[config.mk]
export PLATFORM = sky130hd
export DESIGN_NAME = nw_fill_sequencer
export DESIGN_NICKNAME = d
export VERILOG_FILES = /design/src/rtl/nw_fill_sequencer.sv
export SDC_FILE = /design/constraint.sdc
export NUM_CORES = 1
export LEC_CHECK = 0
export ABC_AREA = 1
export CORE_ASPECT_RATIO = 0.7
export CORE_MARGIN = 2
export CORE_UTILIZATION = 30
export DETAILED_ROUTE_END_ITERATION = 12
export PLACE_DENSITY = 0.48
export RECOVER_POWER = 100
export SLEW_MARGIN = 20
export SYNTH_ARGS = -nofsm -noshare
export SYNTH_HDL_FRONTEND = slang
export SYNTH_SLANG_ARGS = --single-unit
[constraint.sdc]
create_clock -name clk -period 9.5 [get_ports clk]
set_clock_uncertainty 0.05 [all_clocks]
set_input_delay 0.95 -clock clk [delete_from_list [all_inputs] [get_ports clk]]
set_output_delay 0.95 -clock clk [all_outputs]
set_load 0.05 [all_outputs]
[src/rtl/nw_fill_sequencer.sv]
// nw_fill_sequencer
//   Drives the (N+1)x(N+1) Needleman-Wunsch score/traceback RAM. It writes
//   row 0 and column 0 first, then walks the remaining cells in raster order.
//   For each cell it requests the three neighbour scores, scores the cell and
//   writes the score and traceback symbol. In local (Smith-Waterman) mode,
//   scores are clamped at zero and the best cell seen so far is tracked.
//
// Ports
//   clk, rst            clock, synchronous active-high reset
//   start               begin init + fill (only looked at while idle)
//   busy / done         busy from leaving IDLE until done; done is a 1-cycle pulse
//   i, j                current fill cell (row, column)
//   rd_req / rd_valid   neighbour-score read handshake for cell (i,j)
//   match               seqA[i-1] == seqB[j-1]
//   diag, up, left      signed neighbour scores (valid with rd_valid)
//   wr_en, wr_addr      RAM write strobe and linear address row*(N+1)+col
//   wr_score, wr_symbol signed score and traceback bits {diag,up,left}
//   best_score/i/j      local mode: best cell so far (all zero in global mode)

module nw_fill_sequencer #(
  parameter int N              = 128,
  parameter int SCORE_W        = 9,
  parameter int ADDR_W         = $clog2((N+1)*(N+1)),
  parameter int IDX_W          = $clog2(N+1),
  parameter int GAP_SCORE      = -2,
  parameter int MATCH_SCORE    = 1,
  parameter int MISMATCH_SCORE = -1,
  parameter int LOCAL_MODE     = 0
) (
  input  logic               clk,
  input  logic               rst,
  input  logic               start,
  output logic               busy,
  output logic               done,
  output logic [IDX_W-1:0]   i,
  output logic [IDX_W-1:0]   j,
  output logic               rd_req,
  input  logic               rd_valid,
  input  logic               match,
  input  logic [SCORE_W-1:0] diag,
  input  logic [SCORE_W-1:0] up,
  input  logic [SCORE_W-1:0] left,
  output logic               wr_en,
  output logic [ADDR_W-1:0]  wr_addr,
  output logic [SCORE_W-1:0] wr_score,
  output logic [2:0]         wr_symbol,
  output logic [SCORE_W-1:0] best_score,
  output logic [IDX_W-1:0]   best_i,
  output logic [IDX_W-1:0]   best_j
);

  localparam logic [2:0] S_IDLE  = 3'd0;
  localparam logic [2:0] S_INIT  = 3'd1;
  localparam logic [2:0] S_WAIT  = 3'd2;
  localparam logic [2:0] S_CALC  = 3'd3;
  localparam logic [2:0] S_WRITE = 3'd4;
  localparam logic [2:0] S_DONE  = 3'd5;

  // Init counter runs 0..2N, so it needs one bit more than a row index.
  localparam int CNT_W   = IDX_W + 1;
  localparam int SAT_MAX = (1 << (SCORE_W-1)) - 1;
  localparam int SAT_MIN = -(1 << (SCORE_W-1));
  localparam logic [ADDR_W-1:0] ROW_STRIDE = ADDR_W'(N+1);

  // Arithmetic is done in 32-bit int so no intermediate sum can wrap before
  // it is clamped into the signed SCORE_W range.
  function automatic logic [SCORE_W-1:0] sat(input int v);
    if (v > SAT_MAX)      return SCORE_W'(SAT_MAX);
    else if (v < SAT_MIN) return SCORE_W'(SAT_MIN);
    else                  return SCORE_W'(v);
  endfunction

  logic [2:0]         r_state;
  logic [CNT_W-1:0]   r_cnt;
  logic [IDX_W-1:0]   r_i, r_j;
  logic [SCORE_W-1:0] r_diag, r_up, r_left;
  logic               r_match;
  logic [SCORE_W-1:0] r_m;
  logic [2:0]         r_sym;
  logic [SCORE_W-1:0] r_best_score;
  logic [IDX_W-1:0]   r_best_i, r_best_j;

  // Init sequence: count 0..N is row 0 (0,k); count N+1..2N is column 0 (k-N,0).
  logic               w_init_row0;
  logic [IDX_W-1:0]   w_init_idx;
  logic [ADDR_W-1:0]  w_init_addr;
  logic [SCORE_W-1:0] w_init_score;

  assign w_init_row0  = (r_cnt <= CNT_W'(N));
  assign w_init_idx   = w_init_row0 ? r_cnt[IDX_W-1:0] : IDX_W'(r_cnt - CNT_W'(N));
  assign w_init_addr  = w_init_row0 ? ADDR_W'(w_init_idx) : ADDR_W'(w_init_idx) * ROW_STRIDE;
  assign w_init_score = (LOCAL_MODE != 0) ? '0 : sat(int'(w_init_idx) * GAP_SCORE);

  // Cell scoring from the captured operands.
  logic signed [SCORE_W-1:0] w_ds, w_us, w_ls, w_max;
  logic [2:0]                w_sym;

  always_comb begin
    w_ds  = sat(int'($signed(r_diag)) + (r_match ? MATCH_SCORE : MISMATCH_SCORE));
    w_us  = sat(int'($signed(r_up)) + GAP_SCORE);
    w_ls  = sat(int'($signed(r_left)) + GAP_SCORE);
    w_max = w_ds;
    if (w_us > w_max) w_max = w_us;
    if (w_ls > w_max) w_max = w_ls;
    // Every candidate equal to the maximum is flagged, so ties set several bits.
    w_sym = {w_ds == w_max, w_us == w_max, w_ls == w_max};
    if (LOCAL_MODE != 0 && w_max < 0) begin
      w_max = '0;
      w_sym = 3'b000;
    end
  end

  logic [ADDR_W-1:0] w_cell_addr;
  assign w_cell_addr = ADDR_W'(r_i) * ROW_STRIDE + ADDR_W'(r_j);

  always_ff @(posedge clk) begin
    if (rst) begin
      r_state      <= S_IDLE;
      r_cnt        <= '0;
      r_i          <= '0;
      r_j          <= '0;
      r_diag       <= '0;
      r_up         <= '0;
      r_left       <= '0;
      r_match      <= 1'b0;
      r_m          <= '0;
      r_sym        <= '0;
      r_best_score <= '0;
      r_best_i     <= '0;
      r_best_j     <= '0;
    end else begin
      case (r_state)
        S_IDLE: begin
          if (start) begin
            r_state      <= S_INIT;
            r_cnt        <= '0;
            r_i          <= '0;
            r_j          <= '0;
            r_best_score <= '0;
            r_best_i     <= '0;
            r_best_j     <= '0;
          end
        end
        S_INIT: begin
          if (r_cnt == CNT_W'(2*N)) begin
            r_state <= S_WAIT;
            r_i     <= IDX_W'(1);
            r_j     <= IDX_W'(1);
          end else begin
            r_cnt <= r_cnt + CNT_W'(1);
          end
        end
        S_WAIT: begin
          if (rd_valid) begin
            r_diag  <= diag;
            r_up    <= up;
            r_left  <= left;
            r_match <= match;
            r_state <= S_CALC;
          end
        end
        S_CALC: begin
          r_m     <= w_max;
          r_sym   <= w_sym;
          r_state <= S_WRITE;
        end
        S_WRITE: begin
          // Strictly greater: the earliest cell in raster order keeps a tie.
          if (LOCAL_MODE != 0 && $signed(r_m) > $signed(r_best_score)) begin
            r_best_score <= r_m;
            r_best_i     <= r_i;
            r_best_j     <= r_j;
          end
          // The last cell leaves (i,j) parked at (N,N) rather than stepping past it.
          if (r_i == IDX_W'(N) && r_j == IDX_W'(N)) begin
            r_state <= S_DONE;
          end else begin
            r_state <= S_WAIT;
            if (r_j != IDX_W'(N)) begin
              r_j <= r_j + IDX_W'(1);
            end else begin
              r_j <= IDX_W'(1);
              r_i <= r_i + IDX_W'(1);
            end
          end
        end
        S_DONE:  r_state <= S_IDLE;
        default: r_state <= S_IDLE;
      endcase
    end
  end

  assign busy   = (r_state == S_INIT) || (r_state == S_WAIT) ||
                  (r_state == S_CALC) || (r_state == S_WRITE);
  assign done   = (r_state == S_DONE);
  assign rd_req = (r_state == S_WAIT);
  assign wr_en  = (r_state == S_INIT) || (r_state == S_WRITE);

  always_comb begin
    wr_addr   = '0;
    wr_score  = '0;
    wr_symbol = 3'b000;
    if (r_state == S_INIT) begin
      wr_addr  = w_init_addr;
      wr_score = w_init_score;
    end else if (r_state == S_WRITE) begin
      wr_addr   = w_cell_addr;
      wr_score  = r_m;
      wr_symbol = r_sym;
    end
  end

  assign i          = r_i;
  assign j          = r_j;
  assign best_score = r_best_score;
  assign best_i     = r_best_i;
  assign best_j     = r_best_j;

endmodule

==> impl_metrics.yaml <==
sta:
  fin_tns_setup_ps: 0
  hold_violations: 0
  worst_slew_margin_rel: -0.0136
  min_period_ps: 8290
  rsz0062_at_grt: "no"
  setup_slack_ps: 1210
  fin_crit_sh: 0.872
  max_clk_rate_mhz: 121
  setup_violations: 0
  report.final.slew_viol_count: 9
  worst_slew_pin_tran_ps: 1500
grt:
  largest_net_degree_at_the_start_of_global_routing: 44
  grt_pass1_wl_um: 34000
  grt_remaining_overflow: 0
  grt_util_all_layers: 0.183
  antenna_found_initial: 0
  vias_in_the_first_global_route: 6102
outcome:
  status: "finished with violations"
  failed_checks: "capacitance limit, slew limit"
floorplan:
  floorplan.die.width_um: 185
  floorplan.core_area_um2: 22600
  pin_count: 104
  floorplan.die.height_um: 131
  die-area_um2: 24200
  row_count: 46
  initial_core_util: 0.305
clocking:
  clock_sink_count: 68
  cts_tree: "yes"
  ctsLongestPathBuffers: 2
  holdBufCountCts: 0
  root_buffer: "sky130_fd_sc_hd__clkbuf_16"
  cts-resized-gates: 0
  number_of_buffers_inserted_by_post_cts_setup_repair: 0
  insertion_delay_ps: 350
  cts.reportedPaths.clkPinSlew_ps: 70
  number_of_buffers_added_by_the_clock_tree_synthesis_step: 9
  htree_num_levels: 3
critical_path:
  slowest_stage: "sky130_fd_sc_hd__dfxtp_1"
  r2r_cells: 43
  r2r_setup_slack_ps: 1210
  setup.worst_path.end_class: "flip-flop"
  worstReg2RegEnd: "r_sym[2]"
  critical_path.max_stage_delay_ps: 620
  rr_startpoint: "r_match"
  crit_family: "simple AND/OR/NAND/NOR gates"
  path_common_cell: "sky130_fd_sc_hd__nand2_1"
  critical_path_source_type: "flip-flop"
  crit_fanout: 14
  critical_path.n_buffers_inverters: 6
  required_ps: 9720
  timing.setup.critical_path_class: "reg2reg"
  worst_ep_arrival_time_ps: 8500
routing:
  drt-pass1-iter-count: 5
  routed-via-count: 6831
  routed_wirelength_um: 21600
  detail-route-antenna-nets: 0
  avgViaCountPerCell: 4.77
  drt_iter0_drc: 533
  routedWlPerCell_um: 15.1
  route.detailed.drc: 0
placed_design:
  pre_cts_ws_ps: 1390
  post_dp_cell_area_um2: 7900
  detailed_place_hpwl_um: 17600
  gp_routability_congestion: 0.921
  port_buffers: 78
cells_and_area:
  register_area_um2: 1360
  postLayoutCoreUtil: 0.362
  antenna_cells_inserted: 0
  multiInputGateArea_um2: 4710
  fin_nets: 1230
  final_layout_size_suffix_gt1_frac: 0.0688
  final.fill_count: 2463
  postLayoutCellArea_um2: 8180
  layout-area-overhead-vs-synth_pct: 18.6
synthesis:
  asyncSetResetFlopFracSynth: 0
  synth.most_common_cell: "sky130_fd_sc_hd__nand2_1"
  synth.cell_area_um2: 6900
  synthTopCellsByCount: "sky130_fd_sc_hd__nand2_1 (191), sky130_fd_sc_hd__inv_1 (147), sky130_fd_sc_hd__nor2_1 (109), sky130_fd_sc_hd__o21ai_0 (73), sky130_fd_sc_hd__nand3_1 (72)"
  yosys_register_bits: 68
  yosys.area.top_type: "sky130_fd_sc_hd__dfxtp_1"
  yosys_most_used_dff: "sky130_fd_sc_hd__dfxtp_1"
  synth_top_cells_by_area: "sky130_fd_sc_hd__dfxtp_1 (20%), sky130_fd_sc_hd__ha_1 (13%), sky130_fd_sc_hd__nand2_1 (10%), sky130_fd_sc_hd__inv_1 (8.0%), sky130_fd_sc_hd__nor2_1 (5.9%)"
  yosys_warnings: 0
  synth.lib_cells_used.distinct: 54
  syn_inst: 1044
  syn-mean-instance-area_um2: 6.61
  netlist.area_leader.share: 0.197
  count_of_flip_flops_with_a_built_in_enable_after_synthesis: 0
  synth-seq-area-share: 0.197
worst_hold_path:
  min_path_type: "reg2reg"
  min_path_cells: 2
  hp-start: "r_sym[1]"
  whs_endpoint: "r_sym[1]"
job:
  maxCapViolCount: 1
## cell families (layout without fill, tap and decap cells)
logic type      count (synthesis)  after routing  share of synthesized area
simple gates                  480            480                      0.325
flops                          68             68                      0.197
compound gates                185            185                      0.153
fa+ha+maj                      83             83                      0.166
buf+inv                       204            256                      0.129
other cells                     1             25                   0.000544
xor+xnor                       23             23                     0.0292
## final cells by class
class                   count  area share
clock inverters             6     0.00872
multi-input cells         796       0.576
flip-flops and latches     68       0.166
clock buffers              10      0.0292
inverters                 156      0.0716
well taps                 312      0.0477
repair buffers             84       0.100
## worst reg2reg max path, delay by kind of cell, from the launching register on
family,cells,cell delay (ps)
adder cells (fa/ha/maj),4,1480
flip-flops,1,620
buffers and inverters,6,1090
XOR/XNOR,1,310
AND/OR/NAND/NOR,28,3850
AO/OA/AOI/OAI,4,840
## state kept, by name, summed over array words and instances (netlist names)
register and cells:
r_cnt 9, r_diag 9, r_left 9, r_m 9, r_up 9, i 8, j 8, r_state 3
r_sym 3, r_match 1
## cells in the final DEF (no fill, tap or decap), types with 17 or more instances in the layout
cell type | synthesis | routed
sky130_fd_sc_hd__nor3_1 | 22 | 24
sky130_fd_sc_hd__xor2_1 | 17 | 17
sky130_fd_sc_hd__nor2_1 | 109 | 110
sky130_fd_sc_hd__nand4_1 | 19 | 19
sky130_fd_sc_hd__dfxtp_1 | 68 | 68
sky130_fd_sc_hd__clkdlybuf4s50_1 | 0 | 31
sky130_fd_sc_hd__nand2_2 | 22 | 20
sky130_fd_sc_hd__nand3_1 | 72 | 72
sky130_fd_sc_hd__inv_1 | 147 | 147
sky130_fd_sc_hd__conb_1 | 1 | 25
sky130_fd_sc_hd__a21oi_1 | 54 | 55
sky130_fd_sc_hd__ha_1 | 69 | 69
sky130_fd_sc_hd__nand2_1 | 191 | 193
sky130_fd_sc_hd__o21ai_0 | 73 | 76
sky130_fd_sc_hd__dlygate4sd3_1 | 0 | 47
## worst max-delay path by stage
stage               startpoint        to  slack, ps  cells after the start
floorplan              r_match  r_sym[2]       2630                     47
finish                 r_match  r_sym[2]       1210                     43
global route           r_match  r_sym[2]        210                     44
global placement       r_match  r_sym[2]       1440                     43
CTS                    r_match  r_sym[2]       1350                     43
detailed placement     r_match  r_sym[2]       1390                     43
## metrics by stage
stage	instances	hold slack (ps)
final	1432	428
after floorplan	1068	396
after global placement	1416	416
after global routing	1432	453
after CTS	1432	429
after detailed placement	1416	420
## per-layer routing
| metal | track usage | part of all wire | up-vias |
|---|---|---|---|
| li1 | - | - | 3546 |
| met1 | 0.302 | 0.57 | 3040 |
| met2 | 0.225 | 0.35 | 225 |
| met3 | 0.0419 | 0.070 | 20 |
| met4 | 0.0415 | 0.0098 | 0 |
| met5 | 0 | 0 | - |
Power is left out: the tool's default activity adds up to more than one toggle a clock period on the data nets, which glitch-free logic cannot reach.
